## src/rtl/redirect_pkg.sv

```systemverilog
// Shared types and flush masks for the PC-redirect controller.
// Flush mask bit order: {mem_wb, ex_mem, id_ex, if_id}.
package redirect_pkg;

    typedef enum logic [1:0] {
        IDLE,
        HOLD,
        DRAIN
    } state_t;

    typedef enum logic [1:0] {
        SRC_NONE,
        SRC_EX,
        SRC_MEM,
        SRC_WB
    } src_t;

    localparam logic [3:0] FLUSH_NONE = 4'b0000;
    localparam logic [3:0] FLUSH_EX   = 4'b0011;
    localparam logic [3:0] FLUSH_MEM  = 4'b0111;
    localparam logic [3:0] FLUSH_WB   = 4'b1111;

endpackage

```

## src/rtl/redirect_arb.sv

```systemverilog
// Fixed-priority redirect select: the oldest requesting stage (WB > MEM > EX) wins.
import redirect_pkg::*;

module redirect_arb #(
    parameter int ADDR_WIDTH = 32
) (
    input  logic                  i_ex_valid,
    input  logic [ADDR_WIDTH-1:0] i_ex_pc,
    input  logic                  i_mem_valid,
    input  logic [ADDR_WIDTH-1:0] i_mem_pc,
    input  logic                  i_wb_valid,
    input  logic [ADDR_WIDTH-1:0] i_wb_pc,
    output src_t                  o_src,
    output logic [ADDR_WIDTH-1:0] o_target,
    output logic [3:0]            o_flush
);

    always_comb begin
        o_src    = SRC_NONE;
        o_target = '0;
        o_flush  = FLUSH_NONE;
        if (i_wb_valid) begin
            o_src    = SRC_WB;
            o_target = i_wb_pc;
            o_flush  = FLUSH_WB;
        end else if (i_mem_valid) begin
            o_src    = SRC_MEM;
            o_target = i_mem_pc;
            o_flush  = FLUSH_MEM;
        end else if (i_ex_valid) begin
            o_src    = SRC_EX;
            o_target = i_ex_pc;
            o_flush  = FLUSH_EX;
        end
    end

endmodule

```

## src/rtl/redirect_ctrl.sv

```systemverilog
// PC-redirect controller: arbitrates EX/MEM/WB redirects, holds the target until IF
// accepts it, and discards fetch responses that were issued from the stale PC.
import redirect_pkg::*;

module redirect_ctrl #(
    parameter logic [31:0] PC_ADDR         = 32'h8000_0000,
    parameter int          ADDR_WIDTH      = 32,
    parameter int          MAX_OUTSTANDING = 2
) (
    input  logic                  clk,
    input  logic                  reset,
    input  logic                  ex_redir_valid,
    input  logic [ADDR_WIDTH-1:0] ex_redir_pc,
    input  logic                  mem_redir_valid,
    input  logic [ADDR_WIDTH-1:0] mem_redir_pc,
    input  logic                  wb_redir_valid,
    input  logic [ADDR_WIDTH-1:0] wb_redir_pc,
    input  logic                  if_fetch_issue,
    input  logic                  if_fetch_return,
    output logic                  pc_redir_valid,
    output logic [ADDR_WIDTH-1:0] pc_redir_pc,
    input  logic                  pc_redir_ready,
    output logic                  flush_if_id,
    output logic                  flush_id_ex,
    output logic                  flush_ex_mem,
    output logic                  flush_mem_wb,
    output logic                  discard_fetch,
    output logic                  busy
);

    localparam int              CW      = $clog2(MAX_OUTSTANDING + 1);
    localparam logic [CW-1:0]   MAX_CNT = CW'(MAX_OUTSTANDING);

    state_t                r_state, w_state_nxt;
    logic                  r_valid, w_valid_nxt;
    logic [ADDR_WIDTH-1:0] r_pc, w_pc_nxt;
    logic [CW-1:0]         r_outst, w_outst_nxt;
    logic [CW-1:0]         r_discard, w_discard_nxt;
    logic [CW-1:0]         w_hold_discard;

    src_t                  w_src;
    logic [ADDR_WIDTH-1:0] w_target;
    logic [3:0]            w_flush;
    logic                  w_discard_fire;

    redirect_arb #(.ADDR_WIDTH(ADDR_WIDTH)) u_arb (
        .i_ex_valid  (ex_redir_valid),
        .i_ex_pc     (ex_redir_pc),
        .i_mem_valid (mem_redir_valid),
        .i_mem_pc    (mem_redir_pc),
        .i_wb_valid  (wb_redir_valid),
        .i_wb_pc     (wb_redir_pc),
        .o_src       (w_src),
        .o_target    (w_target),
        .o_flush     (w_flush)
    );

    // Outstanding-fetch count saturates on protocol errors instead of wrapping.
    always_comb begin
        w_outst_nxt = r_outst;
        if (if_fetch_issue && !if_fetch_return && r_outst != MAX_CNT)
            w_outst_nxt = r_outst + CW'(1);
        else if (if_fetch_return && !if_fetch_issue && r_outst != '0)
            w_outst_nxt = r_outst - CW'(1);
    end

    assign w_discard_fire = (r_state == DRAIN) && (r_discard != '0) && if_fetch_return;
    assign w_hold_discard = (if_fetch_issue && r_discard != MAX_CNT) ? r_discard + CW'(1) : r_discard;

    always_comb begin
        w_state_nxt   = r_state;
        w_valid_nxt   = r_valid;
        w_pc_nxt      = r_pc;
        w_discard_nxt = r_discard;
        if (w_src != SRC_NONE) begin
            w_state_nxt   = HOLD;
            w_valid_nxt   = 1'b1;
            w_pc_nxt      = w_target;
            w_discard_nxt = w_outst_nxt;
        end else begin
            case (r_state)
                HOLD: begin
                    // Fetches issued while the redirect is pending come from the stale PC.
                    w_discard_nxt = w_hold_discard;
                    if (pc_redir_ready) begin
                        w_valid_nxt = 1'b0;
                        w_state_nxt = (w_hold_discard != '0) ? DRAIN : IDLE;
                    end
                end
                DRAIN: begin
                    if (r_discard == '0) begin
                        w_state_nxt = IDLE;
                    end else if (w_discard_fire) begin
                        w_discard_nxt = r_discard - CW'(1);
                        if (r_discard == CW'(1))
                            w_state_nxt = IDLE;
                    end
                end
                default: ;
            endcase
        end
    end

    always_ff @(posedge clk or posedge reset) begin
        if (reset) begin
            r_state   <= IDLE;
            r_valid   <= 1'b0;
            r_pc      <= PC_ADDR[ADDR_WIDTH-1:0];
            r_outst   <= '0;
            r_discard <= '0;
        end else begin
            r_state   <= w_state_nxt;
            r_valid   <= w_valid_nxt;
            r_pc      <= w_pc_nxt;
            r_outst   <= w_outst_nxt;
            r_discard <= w_discard_nxt;
        end
    end

    assign pc_redir_valid = r_valid;
    assign pc_redir_pc    = r_pc;
    assign flush_if_id    = w_flush[0];
    assign flush_id_ex    = w_flush[1];
    assign flush_ex_mem   = w_flush[2];
    assign flush_mem_wb   = w_flush[3];
    assign discard_fetch  = w_discard_fire;
    assign busy           = (r_state != IDLE);

    a_issue_overflow: assert property (@(posedge clk) disable iff (reset)
        !(if_fetch_issue && !if_fetch_return && r_outst == MAX_CNT));
    a_return_underflow: assert property (@(posedge clk) disable iff (reset)
        !(if_fetch_return && !if_fetch_issue && r_outst == '0));

endmodule
```

## config.mk

```make
export PLATFORM = sky130hd
export DESIGN_NAME = redirect_ctrl
export DESIGN_NICKNAME = d
export VERILOG_FILES = /design/src/rtl/redirect_pkg.sv /design/src/rtl/redirect_arb.sv /design/src/rtl/redirect_ctrl.sv
export SDC_FILE = /design/constraint.sdc
export NUM_CORES = 1
export LEC_CHECK = 0
export BUFFER_PORTS_ARGS = -buffer_cell sky130_fd_sc_hd__buf_2
export CAP_MARGIN = 5
export CORE_MARGIN = 2
export CORE_UTILIZATION = 48
export CTS_BUF_LIST = sky130_fd_sc_hd__clkbuf_8
export CTS_CLUSTER_SIZE = 20
export DETAILED_ROUTE_END_ITERATION = 10
export GPL_TIMING_DRIVEN = 0
export PLACE_DENSITY_LB_ADDON = 0.05
export SLEW_MARGIN = 20
export SYNTH_ARGS = -nofsm -noshare
export SYNTH_HDL_FRONTEND = slang
export SYNTH_SLANG_ARGS = --single-unit
export TNS_END_PERCENT = 100
```

## constraint.sdc

```tcl
create_clock -name clk -period 4.44 [get_ports clk]
set_clock_uncertainty 0.15 [all_clocks]
set_input_delay 0.444 -clock clk [delete_from_list [all_inputs] [get_ports clk]]
set_output_delay 0.444 -clock clk [all_outputs]
set_load 0.01 [all_outputs]
```

== After elaboration in Yosys (flattened, before gate mapping) ==
Index checks and enable logic that the tools add are counted.

* Divide/modulo/power cells: 0
* Equality and inequality tests: 10
* Multiplexer cells: 26
* $mul: 0
* Bitwise operators: 0
* Reduce and logical (&&, ||, !) cells: 21
* $add $sub $neg: 4
* $lt $le $gt $ge: 0
* Shifts and indexed selects: 0

{| class="wikitable"
|+ Operators with widths
! kind !! count
|-
| two-way mux 32 bit || 3
|-
| two-way mux 2 bit || 15
|-
| nonzero test 2 bit || 7
|-
| two-way mux 4 bit || 2
|-
| case mux 2 bit (2 select lines) || 2
|-
| logical AND 1 bit || 7
|-
| != test 3 bit (second input constant) || 2
|-
| adder 2 x 1 -> 2 bit (second input constant) || 2
|-
| equality test 2 x 1 -> 1 bit (second input constant) || 2
|-
| two-way mux 1 bit || 4
|-
| != test 2 bit (second input constant) || 2
|-
| != test 4 x 1 -> 1 bit (second input constant) || 1
|-
| != test 4 x 2 -> 1 bit (second input constant) || 1
|-
| AND reduction 4 bit || 1
|-
| subtractor 2 x 1 -> 2 bit (second input constant) || 2
|-
| != test 3 x 2 -> 1 bit (second input constant) || 1
|-
| AND reduction 3 bit || 1
|-
| nonzero test 3 bit || 1
|-
| equality test 2 bit (second input constant) || 1
|-
| zero test 1 bit || 2
|-
| zero test 2 bit || 1
|-
| AND reduction 2 bit || 1
|}

* Output and inout bits: 39
* Register bits after elaboration: 39
* Bits in read-only memories: 0
* Input port bits: 104
* RAM bits: 0
* Logic and storage cells: 66
* Memories: 0
* Latch bits: 0

== Depth between registers and ports, before layout ==
* Depth in word-level cells: 8
* Gate-level depth with buffers: 6

== By module ==
From an unflattened synthesis, not the netlist that was laid out.

* Cells, all modules: 285
* Area, all modules: 2952.8 µm²

{| class="wikitable"
|+ Modules (own cells, without submodules)
! module !! area an instance (µm²) !! cells an instance !! sequential area each (µm²) !! times used
|-
| redirect_ctrl || 1746.7 || 132 || 977.2 || 1
|-
| redirect_arb || 1206.2 || 153 || 0.0 || 1
|}

== Least setup slack after synthesis ==
No wires, ideal clock.

* Path type: input to output
* Start: input wb_redir_valid
* End: output flush_if_id
* Stages on the path: 5
* Buffers on the path: 2
* Arrival: 1188 ps
* Path slack: 2658 ps
* Path through: or2_4 > nor2_8 > inv_4 > buf_6 > buf_4

* Word-level cells in the longest chain between the ends: 1

{| class="wikitable"
|+ RTL lines
! element !! line !! RTL
|-
| from (decl) || redirect_ctrl.sv:16 || <nowiki>input logic wb_redir_valid,</nowiki>
|-
| two-way mux 4 bit || redirect_arb.sv:22 || <nowiki>if (i_wb_valid) begin</nowiki>
|-
| to (decl) || redirect_ctrl.sv:23 || <nowiki>output logic flush_if_id,</nowiki>
|}

No other way between the ends.

== Worst setup path in the final report ==
Same ends and word-level chain as after synthesis.

==> reports/summary.txt <==
Outcome -> finished with violations
Failing checks -> hold timing
Measured slew at the worst slew-check pin -> 469 ps
Crit share post-route -> 47.1%
Share of cells above drive strength 1 -> 54.5%
Ys flop type -> dfrtp_1
Main combinational cell family by area after synthesis -> compound AO/OA/AOI/OAI gates
Vias -> 2249
Syn-to-layout area delta -> 39.0%
CTS HTree Levels -> 2
Initial antenna violation count -> 0
First-pass iteration count of the detailed router -> 4
CTS tree -> done
Port bufs -> 142
Lkg Pwr -> 1.53 nW
Count leader, synth -> dfrtp_1
Overflow left after global routing -> 0
DR WL/cell -> 14.8 um
Simple-gate share of the synthesized area -> 6.44%
HP Class -> input pin to async pin
Non-Filler Instances -> 421
Mux contribution to synthesized area -> 1.38%
Final min period -> 2090 ps
Synth cell types -> 37
Final ANT Viol Nets -> 0
Combinational power share -> 34.6%
Die area -> 5310 um^2
Register area share after synthesis -> 43.0%
Die W -> 72.8 um
Total Wirelength -> 6250 um
Diode count -> 0
Number of enable flip-flop cells after synthesis -> 0
Ys async rst share -> 100%
CP required -> 3850 ps
Largest net degree at the start of global routing -> 22
Post-synth net total -> 328
Max Root-Sink Buffers -> 2
CP cell instances -> buf_2 -> or2_4 -> nor2_8 -> inv_4 -> buf_6 -> buf_4 -> buf_2
TritonCTS buffer count -> 5
#FFs+latches synth -> 39
DR iter-0 viols -> 108
Finish-stage setup viols -> 0
Crit path DAT -> 1500 ps
RSZ-0062 raised after global routing -> false
Root Buffer -> clkbuf_8
GPL Wtd Cong -> 0.782
Clock transition at the registers of the reported paths -> 80 ps
Commonest cells in the netlist -> dfrtp_1, a21oi_1, o22ai_1, o22ai_2, inv_1
Fin. max-slew vios -> 0
Area of the core -> 4660 um^2
Initial Util -> 48.8%
Die Y -> 72.8 um
# IOs -> 143
Fmax -> 479 MHz
Vias in the first global route -> 2102
Yosys warning count -> 0
CP max stage cell -> or2_4
CP endpoint kind -> output pin
Syn_area_per_cell -> 10.5 um^2
Mapped Cells -> 216
P per Cell Area -> 324 nW/um^2
Sequential share of power -> 43.4%
Most frequent CP cell -> buf_2
GRT Total Usage -> 23.7%
Max VDD drop -> 0.000218 V
Final net count -> 478
Via density -> 5.34
Xor and xnor area share after synthesis -> 0.770%
Num rows -> 25
Dominant cells by area after synthesis -> dfrtp_1, o22ai_2, o22ai_1
Hold WS -> -0.763 ps
DRC viols -> 0
Power Total -> 1.03 mW
Slowest stage delay, CP -> 280 ps
CP max FO -> 11
Final Hold Fails -> 6
Clock sinks -> 39
Sw frac -> 33.0%
Int Pwr -> 0.687 mW
Core Util, Final -> 67.8%
Cts repair resizes -> 0
Top-area cell type share of the netlist area -> 41.8%
Cell taking the most area after synthesis -> dfrtp_1
Adder-cell share of the synthesized area -> 4.40%
Post-Synthesis Cell Area -> 2270 um^2
Slew Limit Headroom -> 68.7%
Startpoint Class -> input pin
Compound-gate portion of the synthesized area -> 37.0%
Clock latency on the worst-skew pair -> 280 ps
Crit path kind -> input pin to output pin
First-pass GRT wire length -> 9830 um
Placed insts -> 413
Setup bufs post-CTS -> 0
Hold-fix buffers, CTS -> 0
Setup TNS Final -> 0 ps
Final HPWL DP -> 4840 um
Max cap viols -> 0
Psw -> 0.338 mW
Clock power frac -> 22.0%
kinds of logic (layout without fill, tap and decap cells):
kind of cell | Yosys count | in the layout
adders and majority gates | 8 | 8
and+or+nand+nor | 23 | 23
AOI/OAI and AO/OA | 109 | 109
xor gates and xnor gates | 2 | 2
buffers and inverters | 32 | 183
muxes | 3 | 3
DFF | 39 | 39
power groups by stage:
stage          logic [mW]  registers (mW)  clock network, mW
5_1_grt             0.396           0.452              0.247
6_report            0.355           0.445              0.226
2_1_floorplan       0.216           0.460                  0
3_5_place_dp        0.358           0.449                  0
3_3_place_gp        0.347           0.449                  0
4_1_cts             0.359           0.444              0.232
placed cells by master, fill, tap and decap left out, types with 2 or more instances in the layout:
cell	Yosys	routed
clkbuf_8	0	5
buf_2	6	148
buf_6	3	3
a21oi_1	33	33
ha_1	8	8
o311ai_1	2	2
buf_4	2	2
mux2i_1	2	2
o22ai_2	28	28
inv_1	13	14
nor2_1	3	3
o21ai_0	3	3
and2_1	2	2
clkbuf_1	6	6
nand2_1	8	8
o22ai_1	33	33
xnor2_1	2	2
dfrtp_1	38	38
nand2b_1	3	3
inv_2	1	2
a22oi_1	3	3
worst max-delay path: cells and delay by family:
family | cells | cell delay, ps
buf+inv | 5 | 640
simple gates | 2 | 410
cell type report:
cell class	instances	area [um^2]
Buffer	17	101
Timing Repair Buffer	143	738
Inverter	15	58.8
Clock inverter	3	12.5
Clock buffer	5	68.8
Sequential cell	39	977
Tap cell	54	67.6
Fill cell	397	1500
Multi-Input combinational cell	145	1140
worst paths after layout:
check / from / slack [ps] / cells past startpoint / endpoint
worst max-delay path: wb_redir_valid / 2350 / 7 / flush_if_id
worst min-delay path: reset / -0.8 / 2 / pc_redir_pc[10]$_DFFE_PP0P_
worst max register to register: r_discard[1]$_DFFE_PP0P_ / 2680 / 6 / r_discard[0]$_DFFE_PP0P_
worst min register to register: pc_redir_valid$_DFFE_PP0P_ / 330 / 2 / pc_redir_valid$_DFFE_PP0P_
max in group asynchronous: reset / 3670 / 3 / pc_redir_pc[3]$_DFFE_PP0P_
min in group clk: wb_redir_pc[3] / 270 / 3 / pc_redir_pc[3]$_DFFE_PP0P_
per-layer routing:
layer / vias to the layer above / part of all wire [%] / global-route usage, %
li1: 1117 / - / -
met1: 1056 / 43 / 30.3
met2: 68 / 51 / 40.6
met3: 8 / 5.5 / 5.52
met4: 0 / 0.93 / 6.17
met5: - / 0 / 0
per-stage QoR:
stage,worst slack [ps],instance area (um^2)
6_report,2350,3160
5_1_grt,2310,3160
4_1_cts,2340,3160
3_5_place_dp,2340,3080
3_3_place_gp,2340,3050
2_1_floorplan,2660,2270
registers in the layout, indices dropped and copies added, names as in the netlist:
register	count
pc_redir_pc	32
pc_redir_valid	1
r_discard	2
r_outst	2
r_state	2
No activity file was read; power rests on OpenSTA's default activity.
